**config.mk**
```make
export PLATFORM = sky130hd
export DESIGN_NAME = rr_decoder_arbiter
export DESIGN_NICKNAME = d
export VERILOG_FILES = /design/src/rtl/rr_decoder_arbiter.sv
export SDC_FILE = /design/constraint.sdc
export NUM_CORES = 1
export LEC_CHECK = 0
export ABC_AREA = 1
export BUFFER_PORTS_ARGS = -buffer_cell sky130_fd_sc_hd__buf_2
export CORE_MARGIN = 2
export CORE_UTILIZATION = 24
export DETAILED_ROUTE_END_ITERATION = 7
export GPL_TIMING_DRIVEN = 0
export PLACE_DENSITY = 0.49
export SETUP_SLACK_MARGIN = 0.15
export SYNTH_ARGS = -nofsm -noshare
export SYNTH_HDL_FRONTEND = slang
export SYNTH_SLANG_ARGS = --single-unit
```
**constraint.sdc**
```tcl
create_clock -name clk -period 2.6 [get_ports clk]
set_clock_uncertainty 0.2 [all_clocks]
set_input_delay 0.26 -clock clk [delete_from_list [all_inputs] [get_ports clk]]
set_output_delay 0.26 -clock clk [all_outputs]
set_load 0.02 [all_outputs]
```
**src/rtl/rr_decoder_arbiter.sv**
```systemverilog
// Round-robin arbiter for 8 requesters driving a 3-to-8 decoded select bus.
// Grants are capped at MAX_HOLD cycles, and every release is followed by one dead cycle.
module rr_decoder_arbiter #(
  parameter int MAX_HOLD = 16
) (
  input  logic       clk,
  input  logic       rst,
  input  logic [7:0] req,
  output logic [2:0] A,
  output logic       E,
  output logic [7:0] Y,
  output logic       TO
);

  localparam int              CW         = $clog2(MAX_HOLD) + 1;
  localparam logic [CW-1:0]   HOLD_LIMIT = CW'(MAX_HOLD);

  typedef enum logic {
    IDLE  = 1'b0,
    GRANT = 1'b1
  } state_t;

  state_t          state_q;
  logic [2:0]      ptr_q;
  logic [CW-1:0]   cnt_q;

  logic [15:0]     req_dbl;
  logic [7:0]      req_rot;
  logic [2:0]      pick_ofs;
  logic [2:0]      pick_idx;
  logic            any_req;
  logic            cur_req;

  // Rotate the request vector so bit 0 is the current highest-priority index,
  // then take the lowest set bit as the offset from ptr.
  always_comb begin
    req_dbl  = {req, req};
    req_rot  = req_dbl[ptr_q +: 8];
    pick_ofs = 3'd0;
    for (int k = 7; k >= 0; k--) begin
      if (req_rot[k]) begin
        pick_ofs = 3'(k);
      end
    end
    pick_idx = ptr_q + pick_ofs;
    any_req  = |req;
    cur_req  = req[A];
  end

  always_ff @(posedge clk or posedge rst) begin
    if (rst) begin
      state_q <= IDLE;
      ptr_q   <= 3'd0;
      cnt_q   <= '0;
      A       <= 3'd0;
      E       <= 1'b0;
      TO      <= 1'b0;
    end else begin
      TO <= 1'b0;
      case (state_q)
        IDLE: begin
          if (any_req) begin
            A       <= pick_idx;
            E       <= 1'b1;
            cnt_q   <= CW'(1);
            state_q <= GRANT;
          end
        end
        GRANT: begin
          // A release wins over a coincident timeout, so TO only fires while req[A] is still high.
          if (!cur_req || (cnt_q == HOLD_LIMIT)) begin
            E       <= 1'b0;
            TO      <= cur_req;
            ptr_q   <= A + 3'd1;
            cnt_q   <= '0;
            state_q <= IDLE;
          end else begin
            cnt_q <= cnt_q + CW'(1);
          end
        end
        default: begin
          E       <= 1'b0;
          state_q <= IDLE;
        end
      endcase
    end
  end

  assign Y = E ? (8'b1 << A) : 8'b0;

  a_y_onehot0 : assert property (@(posedge clk) disable iff (rst) $onehot0(Y));
  a_e_state   : assert property (@(posedge clk) disable iff (rst) (E == (state_q == GRANT)));

endmodule

```
* Word-level counts from Yosys, hierarchy flattened
Cells that the tools add are included.
Storage, ports and cells: flip-flop bits (word level) 14, word-level logic and storage cells 44, output and inout port bits 13
Cells by class: equal/unequal tests 3, add/sub/neg operators 3, shifts and indexed selects 2, bitwise logic cells 1, reductions and logical operators 6, magnitude comparators 1, mux-type cells 22
Operator list (count):
- $mux 3 | 8
- $shiftx 16x4->8 | 1
- $mux 5 | 2
- $pmux 5 s2 | 1
- $mux 8 | 1
- $reduce_or 8->1 | 1
- $shl 1x3->8 const A | 1
- $mux 1 | 7
- $reduce_and 2->1 | 3
- $add 5x1->5 const B | 1
- $eq 5x5->1 const B | 1
- $lt 3x4->1 const B | 1
- $pmux 1 s2 | 2
- $add 3x1->3 const B | 1
- $add 3x3->3 | 1
- $bmux 1 s3 | 1
- $ne 2x1->1 const B | 1
- $ne 2x2->1 const B | 1
- $logic_not 1->1 | 1
- $logic_or 1x1->1 | 1
- $not 1->1 | 1

* Longest topological paths before layout
Gate-level depths: netlist (run 1).
word-level depth 10, mapped depth 21, gate-level depth less buffers 20

* Worst setup path after synthesis (run 1)
No wires, ideal clock.
kind register -> register, from reg ptr_q[0], to reg A[2], library setup time 117 ps, arrival 2159 ps, stages on the path, launching flop included 21, data required time 2283 ps, buffers on the path 1, slack 124 ps, cell sequence dfrtp_1 -> buf_6 -> inv_6 -> nand2_2 -> nand3_1 -> nand3_1 -> nand2_1 -> inv_1 -> nand2_1 -> nand2_1 -> nand2_1 -> nand2_1 -> a21oi_1 -> ha_1 -> inv_1 -> fa_1 -> xor2_1 -> inv_1 -> nand3_1 -> nand3_1 -> nand2_1
Between the ends: cells in the longest elaborated chain, start to end 10
RTL lines:
- from (decl) | line 24 | logic [2:0] ptr_q;
- from (signal assigned) | line 74 | ptr_q <= A + 3'd1;
- $shiftx 16x4->8 | line 38 | req_rot = req_dbl[ptr_q +: 8];
- $mux 3 (8 in a row) | line 41 | if (req_rot[k]) begin
- $add 3x3->3 (*) | line 45 | pick_idx = ptr_q + pick_ofs;
- to (signal assigned) | line 63 | A <= pick_idx;
- to (decl) | line 9 | output logic [2:0] A,
Mark *: on every way between the ends. The rest lies on a longest branch, timed or not. A chain may end at the register's enable or synchronous reset.

* Worst setup path after layout (run 1)
Ends and elaborated chain as after synthesis.

==> metrics.csv, run 1 <==
metric,value,unit
WP data required,2.54,ns
vias in the first global route,1296,
critical path peak fanout,10,
leak pwr,0.876,nW
"FF+latch count, synth",14,
final hold violations,0,
slew margin rel.,63.8,%
TritonCTS Buffers,3,
"Avg Cell Area, Syn",7.01,um2
Area Overhead vs Synth,23.1,%
RSZ-0062 raised after global routing,true,
clk_lat worst skew,0.25,ns
cell taking the most area after synthesis,dfrtp_1,
Mapped Nets,217,
"commonest non-fill, non-tap cell in the layout",nand2_1,
1st-pass router iterations,4,
Cell Rows,27,
Final Wtd Congestion,0.738,
footprint of the multi-input gates,921,um2
Worst R2R End,A[2]$_DFFE_PP0P_,
WP buf/inv,5,
Tmin final,2.62,ns
DP Worst Slack,-0.0977,ns
FF-to-FF path depth,20,
ys async rst share,100,%
fin crit share,101,%
Max stage delay on crit path,0.39,ns
Final ANT Viol Nets,0,
antenna fix cells,0,
Post-Syn Area,0.00138,mm2
Yosys cell types,28,
GRT Total Usage,11.2,%
first-pass GRT wire length,5680,um
"commonest non-fill, non-tap cells in the layout","nand2_1 (49), inv_1 (23), buf_2 (22), nand3_1 (18)",
aggregate global routing overflow,0,
Critical-path top delay cell,dfrtp_1,
fin nets,248,
# clock sinks,14,
Fmax achieved,382,MHz
routed vias/inst,4.40,
Clock Pin Slew Worst Setup and Hold Paths,0.06,ns
final slew viol count,0,
Synth top area share,25.4,%
Reg2Reg Setup Slack,-0.02,ns
Crit path max-delay family,simple AND/OR/NAND/NOR gates,
Crit Path Class,reg2reg,
clock root buffer,clkbuf_8,
outcome,"finished, violations left",
io pins,23,
Starting Density,24.9,%
max_cap viols,0,
Post-synth EDFFs,0,
WL/cell,11.0,um
Post-Place Cell Area,0.00160,mm2
Fin Hold WS,0.187,ns
DRC violations left,0,
Hold Path Depth,4,
failing checks,setup timing,
Placed Cells,291,
share of cells above drive strength 1,30.4,%
endpoint of the worst hold path,cnt_q[4]$_DFFE_PP0P_,
maximum VDD drop,0.548,mV
Routed WL,3290,um
critical path's most frequent cell,nand2_1,
sequential cell area,350,um2
# setup viols final,1,
Synth Flop Type,dfrtp_1,
Mapped Cells,197,
# port buffers,22,
nature of the critical path endpoint,flop,
sequential area share after synthesis,25.4,%
final worst setup slack,-0.0179,ns
critical path data arrival time,2.56,ns
Worst R2R Start,ptr_q[0]$_DFFE_PP0P_,
Fill cells,623,
Synthesis Warnings,0,
pwr/cell area,1240,mW/mm2
synth top area cells,"dfrtp_1 (25%), nand2_1 (14%), ha_1 (8.2%)",
largest net degree at the start of global routing,15,
post-layout instance count excluding filler cells,299,
Vias,1315,
CP Cell Sequence,"buf_6, inv_8, nand2_2, nand3_2, nand3_1, nand2_2, inv_1, nand2_1, nand2_1, nand2_1, nand2_1, a21oi_2, ha_2, inv_1, fa_2, xor2_1, inv_1, nand3_1, nand3_1, nand2_1",
Die H,79.8,um
startpoint types,flop,
Clock Tree Buf Depth,2,
worst-margin pin slew,0.542,ns
htree depth,1,
Hold Crit Class,in2reg,
DR iter-0 viols,59,
min-delay src,req[6],
TritonCTS clock tree,done,
dpl hpwl,2580,um
Die ar.,0.00637,mm2
initial antenna violation count,0,
Post-Layout Inst Area,0.00170,mm2
Die W,79.8,um
Core ar.,0.00554,mm2
-- kinds of logic (layout without fill, tap and decap cells) --
kind of cell | Yosys count | in the layout | share of synthesized area [%]
AO/OA/AOI/OAI | 21 | 21 | 8.43
adder cells (fa/ha/maj) | 10 | 10 | 9.61
XOR/XNOR | 4 | 4 | 2.54
AND/OR/NAND/NOR | 119 | 119 | 44.2
flip-flops | 14 | 14 | 25.4
buffers and inverters | 29 | 59 | 9.79
-- worst max path at each step --
stage	start	endpoint	slack, ns	cells past startpoint
2_1_floorplan	ptr_q[0]$_DFFE_PP0P_	A[2]$_DFFE_PP0P_	0.14	20
3_3_place_gp	ptr_q[0]$_DFFE_PP0P_	A[2]$_DFFE_PP0P_	-0.10	20
3_5_place_dp	ptr_q[0]$_DFFE_PP0P_	A[2]$_DFFE_PP0P_	-0.1	20
4_1_cts	ptr_q[0]$_DFFE_PP0P_	A[2]$_DFFE_PP0P_	-0.03	20
5_1_grt	ptr_q[0]$_DFFE_PP0P_	A[2]$_DFFE_PP0P_	-0.25	20
6_report	ptr_q[0]$_DFFE_PP0P_	A[2]$_DFFE_PP0P_	-0.02	20
-- registers in the layout (all words and copies together) (netlist names) --
signal / cells
cnt_q: 5
A: 3
ptr_q: 3
E: 1
TO: 1
state_q: 1
-- area by class of cell --
| type | count | share of cell area (%) |
|---|---|---|
| Multi-Input combinational cell | 154 | 54.2 |
| Sequential cell | 14 | 20.6 |
| Timing Repair Buffer | 26 | 8.39 |
| Inverter | 26 | 6.48 |
| Tap cell | 72 | 5.30 |
| Clock buffer | 4 | 3.24 |
| Buffer | 3 | 1.77 |
-- stage by stage --
step | utilization, % | power, mW | setup TNS, ns
after floorplan | - | 1.52 | 0
after global placement | 28.9 | 1.85 | -0.101
after detailed placement | 28.9 | 1.85 | -0.0977
after CTS | 30.4 | 2.11 | -0.0343
after global routing | 30.7 | 2.37 | -0.286
final | 30.7 | 2.11 | -0.0179
-- tightest hold or removal path, delay by kind of cell --
kind	cells	cell delay, ns
AO/OA/AOI/OAI	1	0.05
AND/OR/NAND/NOR	2	0.15
buffers and inverters	1	0.13
-- timing repair --
action	4_1_cts	5_1_grt
pin swaps	1	0
gates resized for setup	3	0
buffers inserted	1	2
endpoints found under the hold margin	14	0
gates cloned	0	0
endpoints found under the setup margin	2	2
hold buffers	1	0
-- layer usage --
layer	vias to the layer above	GRT usage, %	part of all wire (%)
li1	699	-	-
met1	595	14.0	51
met2	19	20.2	45
met3	2	2.04	3.5
met4	0	2.03	0.52
met5	-	0	0
-- report_power, final --
part / switching [mW] / leakage [nW] / internal, mW / total, mW
logic: 0.949 / 0.669 / 0.547 / 1.50
registers: 0.104 / 0.178 / 0.300 / 0.405
clock network: 0.0797 / 0.0288 / 0.134 / 0.214
-- synth_stat cells (3+ instances only) --
library cell / n
nor2_1: 11
xor2_1: 3
nand3_2: 9
nand3_1: 21
a21oi_1: 3
nand2_2: 13
nor3_1: 8
o21ai_0: 7
inv_1: 23
o22ai_1: 3
ha_1: 9
dfrtp_1: 14
o21ai_1: 5
nand2_1: 50
(Power assumes the default switching activity.)
==> inputs of run 2 (changes only) <==
--- a/config.mk
+++ b/config.mk
@@ -9,8 +9,10 @@
 export BUFFER_PORTS_ARGS = -buffer_cell sky130_fd_sc_hd__buf_2
 export CORE_MARGIN = 2
 export CORE_UTILIZATION = 24
+export CTS_BUF_LIST = sky130_fd_sc_hd__clkbuf_16
 export DETAILED_ROUTE_END_ITERATION = 7
 export GPL_TIMING_DRIVEN = 0
+export HOLD_SLACK_MARGIN = 0.05
 export PLACE_DENSITY = 0.49
 export SETUP_SLACK_MARGIN = 0.15
 export SYNTH_ARGS = -nofsm -noshare
==> run 2 against run 1 <==
  * The flow still finishes with violations (setup timing)
  * Flip-flop and latch count unchanged
  * Utilization rose by 1.6 points
  * Count of clock-buffer cells in the layout shrank 1
  * Clock power is 36% higher
  * Setup slack worse by 0.0031 ns
  * Sequential share of layout area down 1.0 points
  * Via count grew 1.4%
  * Critical path type unchanged
  * Highest routed layer unchanged
==> metrics.csv, run 2 (synthesis gave the netlist of run 1 again) <==
metric,value,unit,change
outcome,"finished, violations left",,
failing checks,setup timing,,
Tmin final,2.62,ns,+0.00311 ns
critical path's most frequent cell,nand2_1,,
# port buffers,22,,unchanged
initial antenna violation count,0,,unchanged
dpl hpwl,2580,um,unchanged
register with the most flip-flops,cnt_q,,
critical path peak fanout,8,,-2
min-delay src,req[6],,
Worst R2R Start,ptr_q[0]$_DFFE_PP0P_,,
aggregate global routing overflow,0,,unchanged
"commonest non-fill, non-tap cells in the layout","nand2_1 (46), buf_2 (23), inv_1 (22), nand3_2 (17), dfrtp_1 (14)",,
Worst R2R End,A[2]$_DFFE_PP0P_,,
Clock Pin Slew Worst Setup and Hold Paths,0.05,ns,about the same
pwr/cell area,1280,mW/mm2,+3.0%
WL/cell,11.5,um,+4.1%
WP buf/inv,4,,-1
share of cells above drive strength 1,34.6,%,+4.3 points
htree depth,1,,unchanged
Largest regs,"cnt_q (5), A (3), ptr_q (3)",,
GRT Total Usage,11.6,%,+0.38 points
max_cap viols,0,,unchanged
largest net degree at the start of global routing,15,,unchanged
Final ANT Viol Nets,0,,unchanged
first-pass GRT wire length,5870,um,+3.3%
Post-Route Utilization,32.3,%,+1.6 points
# clock sinks,14,,unchanged
Crit Path Class,reg2reg,,
critical path data arrival time,2.55,ns,about the same
Routed WL,3440,um,+4.4%
Final Wtd Congestion,0.738,,unchanged
max reg flops,5,,unchanged
Crit path max-delay family,simple AND/OR/NAND/NOR gates,,
slew margin rel.,63.7,%,-0.13 points
Critical-path top delay cell,dfrtp_1,,
routed vias/inst,4.44,,+1.0%
Area Overhead vs Synth,29.6,%,
startpoint types,flop,,
vias in the first global route,1316,,+1.5%
antenna fix cells,0,,unchanged
io pins,23,,unchanged
# setup viols final,1,,unchanged
maximum VDD drop,0.514,mV,-6.2%
FF-to-FF path depth,20,,unchanged
TritonCTS Buffers,3,,unchanged
final hold violations,0,,unchanged
Max stage delay on crit path,0.40,ns,about the same
fin crit share,101,%,+0.12 points
clock root buffer,clkbuf_16,,
Cell Rows,27,,unchanged
TritonCTS clock tree,done,,
Die ar.,0.00637,mm2,unchanged
worst-margin pin slew,0.544,ns,+0.00191 ns
Post-Layout Inst Area,0.00179,mm2,+5.2%
Hold Crit Class,in2reg,,
WP data required,2.53,ns,about the same
Vias,1333,,+1.4%
Core ar.,0.00554,mm2,unchanged
Reg2Reg Setup Slack,-0.02,ns,about the same
leak pwr,0.917,nW,+4.7%
Clock Tree Buf Depth,2,,unchanged
RSZ-0062 raised after global routing,true,,
DRC violations left,0,,unchanged
nature of the critical path endpoint,flop,,
1st-pass router iterations,4,,unchanged
Hold Path Depth,4,,unchanged
DR iter-0 viols,55,,-6.8%
final worst setup slack,-0.0210,ns,-0.00311 ns
endpoint of the worst hold path,cnt_q[4]$_DFFE_PP0P_,,
clk_lat worst skew,0.24,ns,about the same
Fmax achieved,382,MHz,-0.12%
Post-Place Cell Area,0.00160,mm2,unchanged
"commonest non-fill, non-tap cell in the layout",nand2_1,,
final slew viol count,0,,unchanged
Starting Density,24.9,%,unchanged
CP Cell Sequence,"buf_6, inv_8, nand2_4, nand3_2, nand3_2, nand2_2, nand2_1, nand2_1, nand2_1, nand2_1, nand2_2, a21oi_2, ha_2, inv_2, fa_2, xor2_2, inv_1, nand3_2, nand3_2, nand2_1",,
Die W,79.8,um,unchanged
fin nets,249,,+0.40%
Die H,79.8,um,unchanged
-- run 2: final cells by class --
class,count,area (um2)
clock inverters,1,3.75
plain buffers,3,30.0
repair buffers,27,148
clock buffers,3,75.1
well taps,72,90.1
multi-input cells,154,981
flip-flops and latches,14,350
fillers,610,3750
inverters,26,110
-- run 2: layer usage --
metal / wire, um / GRT usage [%] / vias to the layer above / share of wire (%)
met5: 0 / 0 / - / 0
met4: 17 / 2.03 / 0 / 0.49
met3: 88 / 2.04 / 2 / 2.6
met2: 1570 / 20.7 / 12 / 46
met1: 1760 / 14.7 / 615 / 51
li1: - / - / 704 / -
-- run 2: stage by stage --
stage	std cells	setup TNS, ns	power, mW	setup WS (ns)	hold WS, ns
floorplan	197	0	1.52	0.140	-0.0508
detailed placement	291	-0.0977	1.85	-0.0977	0.146
global placement	291	-0.101	1.85	-0.101	0.141
CTS	299	-0.0272	2.26	-0.0272	0.199
global route	300	-0.312	2.55	-0.249	0.243
finish	300	-0.0210	2.29	-0.0210	0.200
-- run 2: worst max path at each step --
stage	to	cells after the start	startpoint	slack, ns
after global routing	A[2]$_DFFE_PP0P_	21	ptr_q[0]$_DFFE_PP0P_	-0.25
final	A[2]$_DFFE_PP0P_	20	ptr_q[0]$_DFFE_PP0P_	-0.02
after floorplan	A[2]$_DFFE_PP0P_	20	ptr_q[0]$_DFFE_PP0P_	0.14
after CTS	A[2]$_DFFE_PP0P_	20	ptr_q[0]$_DFFE_PP0P_	-0.03
after detailed placement	A[2]$_DFFE_PP0P_	20	ptr_q[0]$_DFFE_PP0P_	-0.1
after global placement	A[2]$_DFFE_PP0P_	20	ptr_q[0]$_DFFE_PP0P_	-0.10
-- run 2: power breakdown --
part / switching [mW] / internal [mW] / total, mW
clock: 0.0885 / 0.203 / 0.292
sequential: 0.111 / 0.301 / 0.412
combinational: 1.00 / 0.585 / 1.59
-- run 2: timing repair --
action,4_1_cts,5_1_grt
hold buffers,1,0
cloned,1,0
hold endpoints to repair,14,0
pin swaps,3,3
gates resized for setup,12,5
setup endpoints to repair,2,2
setup buffers,2,1
-- run 2: worst reg2reg max path, cell delays in order (launching register included) --
cell and delay, ns:
dfrtp_1 0.40, buf_6 0.15, inv_8 0.11, nand2_4 0.06, nand3_2 0.07, nand3_2 0.08, nand2_2 0.08, nand2_1 0.06
nand2_1 0.05, nand2_1 0.04, nand2_1 0.06, nand2_2 0.05, a21oi_2 0.14, ha_2 0.18, inv_2 0.03, fa_2 0.34
xor2_2 0.16, inv_1 0.07, nand3_2 0.07, nand3_2 0.06, nand2_1 0.05
